### src/rtl/regfile_write_arbiter_if.sv
// Write-request bus between the register-file requesters and the write-port arbiter.
// The master side holds the requesters and the busy flag; the slave side is the arbiter.
interface regfile_write_arbiter_if #(
    parameter int unsigned DATA_W = 64,
    parameter int unsigned ADDR_W = 5
);
    logic [3:0]          req;
    logic [4*ADDR_W-1:0] req_addr;
    logic [4*DATA_W-1:0] req_data;
    logic                rf_busy;
    logic [3:0]          ack;
    logic                wr_en;
    logic [1:0]          wr_sel;
    logic [ADDR_W-1:0]   wr_addr;
    logic [DATA_W-1:0]   wr_data;
    logic [7:0]          busy_cycles;

    modport master (
        output req, req_addr, req_data, rf_busy,
        input  ack, wr_en, wr_sel, wr_addr, wr_data, busy_cycles
    );

    modport slave (
        input  req, req_addr, req_data, rf_busy,
        output ack, wr_en, wr_sel, wr_addr, wr_data, busy_cycles
    );
endinterface

### src/rtl/regfile_write_arbiter.sv
// Registered round-robin arbiter sharing the single register-file write port among
// four requesters; writes aimed at the hardwired zero register are acked but not committed.
module regfile_write_arbiter #(
    parameter int unsigned DATA_W   = 64,
    parameter int unsigned ADDR_W   = 5,
    parameter int unsigned ZERO_REG = 31
) (
    input  logic                    clk,
    input  logic                    reset_n,
    regfile_write_arbiter_if.slave  bus
);
    logic [3:0]        ack_q,     ack_d;
    logic              wr_en_q,   wr_en_d;
    logic [1:0]        wr_sel_q,  wr_sel_d;
    logic [ADDR_W-1:0] wr_addr_q, wr_addr_d;
    logic [DATA_W-1:0] wr_data_q, wr_data_d;
    logic [7:0]        busy_q,    busy_d;
    logic [1:0]        ptr_q,     ptr_d;

    logic [3:0]        eligible;
    logic [1:0]        idx;
    logic [1:0]        win;
    logic              found;
    logic              grant;
    logic [ADDR_W-1:0] win_addr;

    always_comb begin
        // The requester acked this cycle is masked so it cannot win twice in a row.
        eligible = bus.req & ~ack_q;
        found    = 1'b0;
        win      = '0;
        idx      = '0;
        for (int unsigned k = 0; k < 4; k++) begin
            idx = ptr_q + 2'(k);
            if (!found && eligible[idx]) begin
                found = 1'b1;
                win   = idx;
            end
        end
        grant    = found & ~bus.rf_busy;
        win_addr = bus.req_addr[int'(win)*ADDR_W +: ADDR_W];

        ack_d     = '0;
        wr_en_d   = 1'b0;
        wr_sel_d  = wr_sel_q;
        wr_addr_d = wr_addr_q;
        wr_data_d = wr_data_q;
        ptr_d     = ptr_q;
        if (grant) begin
            ack_d[win] = 1'b1;
            wr_en_d    = (win_addr != ADDR_W'(ZERO_REG));
            wr_sel_d   = win;
            wr_addr_d  = win_addr;
            wr_data_d  = bus.req_data[int'(win)*DATA_W +: DATA_W];
            ptr_d      = win + 2'd1;
        end

        busy_d = busy_q;
        if (bus.rf_busy && (|bus.req) && (busy_q != 8'hFF)) begin
            busy_d = busy_q + 8'd1;
        end
    end

    always_ff @(posedge clk or negedge reset_n) begin
        if (!reset_n) begin
            ack_q     <= '0;
            wr_en_q   <= 1'b0;
            wr_sel_q  <= '0;
            wr_addr_q <= '0;
            wr_data_q <= '0;
            busy_q    <= '0;
            ptr_q     <= '0;
        end else begin
            ack_q     <= ack_d;
            wr_en_q   <= wr_en_d;
            wr_sel_q  <= wr_sel_d;
            wr_addr_q <= wr_addr_d;
            wr_data_q <= wr_data_d;
            busy_q    <= busy_d;
            ptr_q     <= ptr_d;
        end
    end

    assign bus.ack         = ack_q;
    assign bus.wr_en       = wr_en_q;
    assign bus.wr_sel      = wr_sel_q;
    assign bus.wr_addr     = wr_addr_q;
    assign bus.wr_data     = wr_data_q;
    assign bus.busy_cycles = busy_q;
endmodule

### src/flat_wrapper.sv
// flat-port wrapper written by rule: the top's interface ports become plain ports
module regfile_write_arbiter_flat 
#(
    parameter int unsigned DATA_W   = 64,
    parameter int unsigned ADDR_W   = 5,
    parameter int unsigned ZERO_REG = 31
)
  (clk, reset_n, bus_req, bus_req_addr, bus_req_data, bus_rf_busy, bus_ack, bus_wr_en, bus_wr_sel, bus_wr_addr, bus_wr_data, bus_busy_cycles);
  regfile_write_arbiter_if #(.DATA_W(DATA_W), .ADDR_W(ADDR_W)) bus_i ();
  input  logic clk;
  input  logic reset_n;
  input wire logic [$bits(bus_i.req)-1:0] bus_req;
  input wire logic [$bits(bus_i.req_addr)-1:0] bus_req_addr;
  input wire logic [$bits(bus_i.req_data)-1:0] bus_req_data;
  input wire logic [$bits(bus_i.rf_busy)-1:0] bus_rf_busy;
  output wire logic [$bits(bus_i.ack)-1:0] bus_ack;
  output wire logic [$bits(bus_i.wr_en)-1:0] bus_wr_en;
  output wire logic [$bits(bus_i.wr_sel)-1:0] bus_wr_sel;
  output wire logic [$bits(bus_i.wr_addr)-1:0] bus_wr_addr;
  output wire logic [$bits(bus_i.wr_data)-1:0] bus_wr_data;
  output wire logic [$bits(bus_i.busy_cycles)-1:0] bus_busy_cycles;
  assign bus_i.req = bus_req;
  assign bus_i.req_addr = bus_req_addr;
  assign bus_i.req_data = bus_req_data;
  assign bus_i.rf_busy = bus_rf_busy;
  assign bus_ack = bus_i.ack;
  assign bus_wr_en = bus_i.wr_en;
  assign bus_wr_sel = bus_i.wr_sel;
  assign bus_wr_addr = bus_i.wr_addr;
  assign bus_wr_data = bus_i.wr_data;
  assign bus_busy_cycles = bus_i.busy_cycles;
  regfile_write_arbiter #(.DATA_W(DATA_W), .ADDR_W(ADDR_W), .ZERO_REG(ZERO_REG)) u_core (.clk(clk), .reset_n(reset_n), .bus(bus_i));
endmodule
### config.mk
export PLATFORM = sky130hd
export DESIGN_NAME = regfile_write_arbiter_flat
export DESIGN_NICKNAME = d
export VERILOG_FILES = /design/src/rtl/regfile_write_arbiter_if.sv /design/src/rtl/regfile_write_arbiter.sv /design/src/flat_wrapper.sv
export SDC_FILE = /design/constraint.sdc
export NUM_CORES = 1
export LEC_CHECK = 0
export ABC_AREA = 1
export CELL_PAD_IN_SITES_DETAIL_PLACEMENT = 1
export CELL_PAD_IN_SITES_GLOBAL_PLACEMENT = 1
export CORE_MARGIN = 2
export CORE_UTILIZATION = 26
export DETAILED_ROUTE_END_ITERATION = 10
export PLACE_DENSITY = 0.89
export SETUP_SLACK_MARGIN = 0.05
export SYNTH_ARGS = -nofsm -noshare
export SYNTH_HDL_FRONTEND = slang
export SYNTH_SLANG_ARGS = --single-unit
### constraint.sdc
create_clock -name clk -period 5.7 [get_ports clk]
set_clock_uncertainty 0.15 [all_clocks]
set_input_delay 1.14 -clock clk [delete_from_list [all_inputs] [get_ports clk]]
set_output_delay 1.14 -clock clk [all_outputs]
set_load 0.02 [all_outputs]
==> summary.md <==
| Metric | Value |
|---|---|
| Placed insts | `about 1,500` |
| Design Area, Final | `9870 sq um` |
| Worst slew margin | `0.428` |
| CP Launch Point | `bus_req[2]` |
| FMAX | `0.264 GHz` |
| Synthesis Warnings | `0` |
| Clock sink count | `86` |
| Area growth from synthesis to final layout | `69.5%` |
| Cell taking the most area after synthesis | `dfrtp_1` |
| Critical path buffers and inverters | `3` |
| Area of the multi-input gates | `about 3200 sq um` |
| Reg area | `~2200 sq um` |
| Post-DP HPWL | `a little under 20,000 microns` |
| Psw | `3.71 mW` |
| WHS | `~0.34 ns` |
| Sequential-to-total area share from yosys stat | `0.369` |
| Gr ovfl total | `0` |
| Clk root buf | `clkbuf_16` |
| Site row count | `54` |
| Share of layout cells above drive strength 1 | `0.0349` |
| Critical Path Sink | `u_core.bus.wr_data[62]` |
| CP required | `between 5 and 6 ns` |
| Pre-CTS setup slack | `1.59 ns` |
| CTS tree | `done` |
| Syn Inst Count | `~900` |
| Cell area after synthesis | `slightly below 6000 sq um` |
| CP Capture Type | `flop` |
| Routed length per instance | `17.4 microns` |
| Vias in the first global route | `around 8,000` |
| First-pass GRT wire length | `between 40,000 and 50,000 microns` |
| # IOs | `approximately 370` |
| Via-per-instance ratio | `roughly 4.9` |
| Period minus WS final | `3.79 ns` |
| Max FO, Critical Path | `71` |
| CTS Hold Bufs | `0` |
| Worst Path Arrival | `slightly below 4 ns` |
| Final core utilization | `0.451` |
| CTS resizes | `0` |
| Switch share | `0.547` |
| ANT cells | `0` |
| FILL cells | `approximately 2,800` |
| Initial antenna violation count | `0` |
| Clock power share | `0.089` |
| CTS buffer count | `9` |
| Final hold vios | `0` |
| Max-cap violation count | `0` |
| Port bufs | `366` |
| Period utilization | `0.665` |
| Endpoints failing setup | `0` |
| Setup bufs post-CTS | `0` |
| Full die area | `approximately 24,000 sq um` |
| Reg2reg end | `u_core.bus.wr_data[62]` |
| Max clock buf depth | `2` |
| H-tree Lvls | `3` |
| CTS clock-pin slew for the worst setup and hold paths | `0.06 ns` |
| Iteration-0 DRC Markers | `330` |
| Setup WS post-layout | `1.91 ns` |
| Avg Cell Area, Syn | `between 6 and 7 sq um` |
| Total power | `6.77 mW` |
| Comb power frac | `0.743` |
| Net count after synthesis | `1,189` |
| Placed cell area | `around 9600 sq um` |
| Tot GR Track Use | `0.219` |
| DRT Pass-1 Iters | `4` |
| Max IR drop VDD | `~380 uV` |
| Distinct cell type count after synthesis | `28` |
| Via count | `around 7,300` |
| Sequential Power Share | `0.168` |
| CP max stage delay | `between 0.5 and 0.6 ns` |
| Initial cell density of the core | `0.266` |
| Tightest Pin Transition | `roughly 0.86 ns` |
| PD cells | `between 600 and 700 nW/um^2` |
| Placer Congestion | `0.814` |
| Reg2Reg Depth | `14` |
| CP max stage cell | `inv_4` |
| Residual DRC | `0` |
| R2R Setup Slk | `~2.6 ns` |
| RSZ-0062 raised after global routing | `false` |
| Fin nets | `roughly 1,500` |
| Critical path depth | `14` |
| Worst-Skew Late Latency | `approximately 0.34 ns` |
| Kind of critical path | `in -> reg` |
| Final Max Tran Viols | `0` |
| CP Cell Sequence | `clkdlybuf4s50_1 -> nand3_1 -> nand3_1 -> nand2_2 -> nand2_2 -> nand2_1 -> nand2_2 -> nand3_4 -> inv_4 -> buf_12 -> nand2_1 -> nand3_1 -> nand2_1 -> o21ai_1` |
| Yosys reg bits | `86` |
| Synth area leaders | `dfrtp_1 37%, nand2_1 28%, nand3_1 8.2%` |
| Drt total wl | `between 20,000 and 30,000 microns` |
| FF-to-FF Start | `u_core.ptr_q[0]` |
| Startpoint Class | `input port` |
| Post-Layout Cell Count | `1,511` |
| P_leak | `about 4.5 nW` |
| Core area | `21,900 sq um` |
| Antenna viol nets, final | `0` |
| Cells on Worst Hold Path | `2` |
| Internal power | `3.07 mW` |
| Worst hold-check path type | `reg -> reg` |
| Largest net degree at the start of global routing | `80` |
| Delay-heaviest family, CP | `buffers and inverters` |
| Die W | `approximately 150 microns` |
| Setup TNS | `0 ns` |
| Die height | `around 150 microns` |
| Top cell type's share of synthesized area | `0.369` |
| Outcome | `finished, final reports clean` |
[layout by cell type, fill, tap and decap left out, drive strengths merged, types with 2 or more instances in the layout]
| cell type | Yosys | final |
|---|---|---|
| nand2 | 447 | 447 |
| clkdlybuf4s50 | 0 | 365 |
| nand3 | 99 | 99 |
| dfrtp | 86 | 86 |
| o21ai | 67 | 67 |
| a21oi | 65 | 65 |
| inv | 32 | 32 |
| nor2 | 15 | 15 |
| clkbuf | 13 | 11 |
| buf | 47 | 10 |
| nand4 | 8 | 8 |
| xor2 | 6 | 6 |
| a31oi | 5 | 5 |
| ha | 5 | 5 |
| nor3 | 2 | 2 |
| clkinv | 0 | 2 |
[worst min path at each step]
stage / start / to / slack [ns]
after floorplan: u_core.bus.wr_sel[1] / u_core.bus.wr_sel[1] / 0.44
after global placement: u_core.bus.wr_sel[1] / u_core.bus.wr_sel[1] / 0.32
after detailed placement: u_core.bus.wr_sel[1] / u_core.bus.wr_sel[1] / 0.33
after CTS: u_core.bus.wr_sel[1] / u_core.bus.wr_sel[1] / 0.34
after global routing: u_core.bus.wr_sel[1] / u_core.bus.wr_sel[1] / 0.36
final: u_core.bus.wr_sel[1] / u_core.bus.wr_sel[1] / 0.34
[power by group through the flow]
stage	Clock, mW	Sequential, mW	Combinational (mW)
2_1_floorplan	0	1.46	3.15
3_5_place_dp	0	1.15	5.11
6_report	0.603	1.14	5.03
5_1_grt	0.650	1.18	5.64
4_1_cts	0.631	1.14	5.12
3_3_place_gp	0	1.13	4.90
[tightest hold or removal path, stage by stage, from the launching register on]
cell,delay (ns)
dfrtp_1,0.34
nand2_1,0.05
o21ai_0,0.06
[metal layers]
metal	wire, microns	share of wire	vias up	GRT usage
met5	0	0	-	0
met3	1850	0.070	35	0.0558
met2	13700	0.52	250	0.400
li1	-	-	3541	-
met4	568	0.022	0	0.0695
met1	10300	0.39	3515	0.251
[Yosys cell counts, drive strengths merged]
master / number
a21oi: 65
and2: 1
nor4: 1
xor2: 6
o21a: 1
a31oi: 5
inv: 32
nand4: 8
nand2: 447
nor3: 2
o21ai: 67
nand3: 99
buf: 47
clkbuf: 13
nor2: 15
xnor2: 1
dfrtp: 86
ha: 5
[kinds of logic (layout without fill, tap and decap cells)]
group / count (synthesis) / in the layout / share of synthesized area
fa+ha+maj: 5 / 5 / 0.0107
buf+inv: 92 / 422 / 0.0812
simple gates: 573 / 573 / 0.406
xor+xnor: 7 / 7 / 0.0105
compound gates: 138 / 138 / 0.122
flops: 86 / 86 / 0.369
[area by class of cell]
cell class	count	share of cell area
tap	280	0.0355
clock inverter	4	0.00482
clock buffer	11	0.0246
timing repair buffer	375	0.380
multi-input combinational	723	0.324
sequential	86	0.218
inverter	32	0.0127
[registers in the layout (all words and copies together), names as in the netlist]
signal / count
u_core.bus.wr_sel: 2
u_core.bus.ack: 4
u_core.ptr_q: 2
u_core.bus.busy_cycles: 8
u_core.bus.wr_data: 64
u_core.bus.wr_addr: 5
u_core.bus.wr_en: 1
Power figures use the tool's default switching activity.
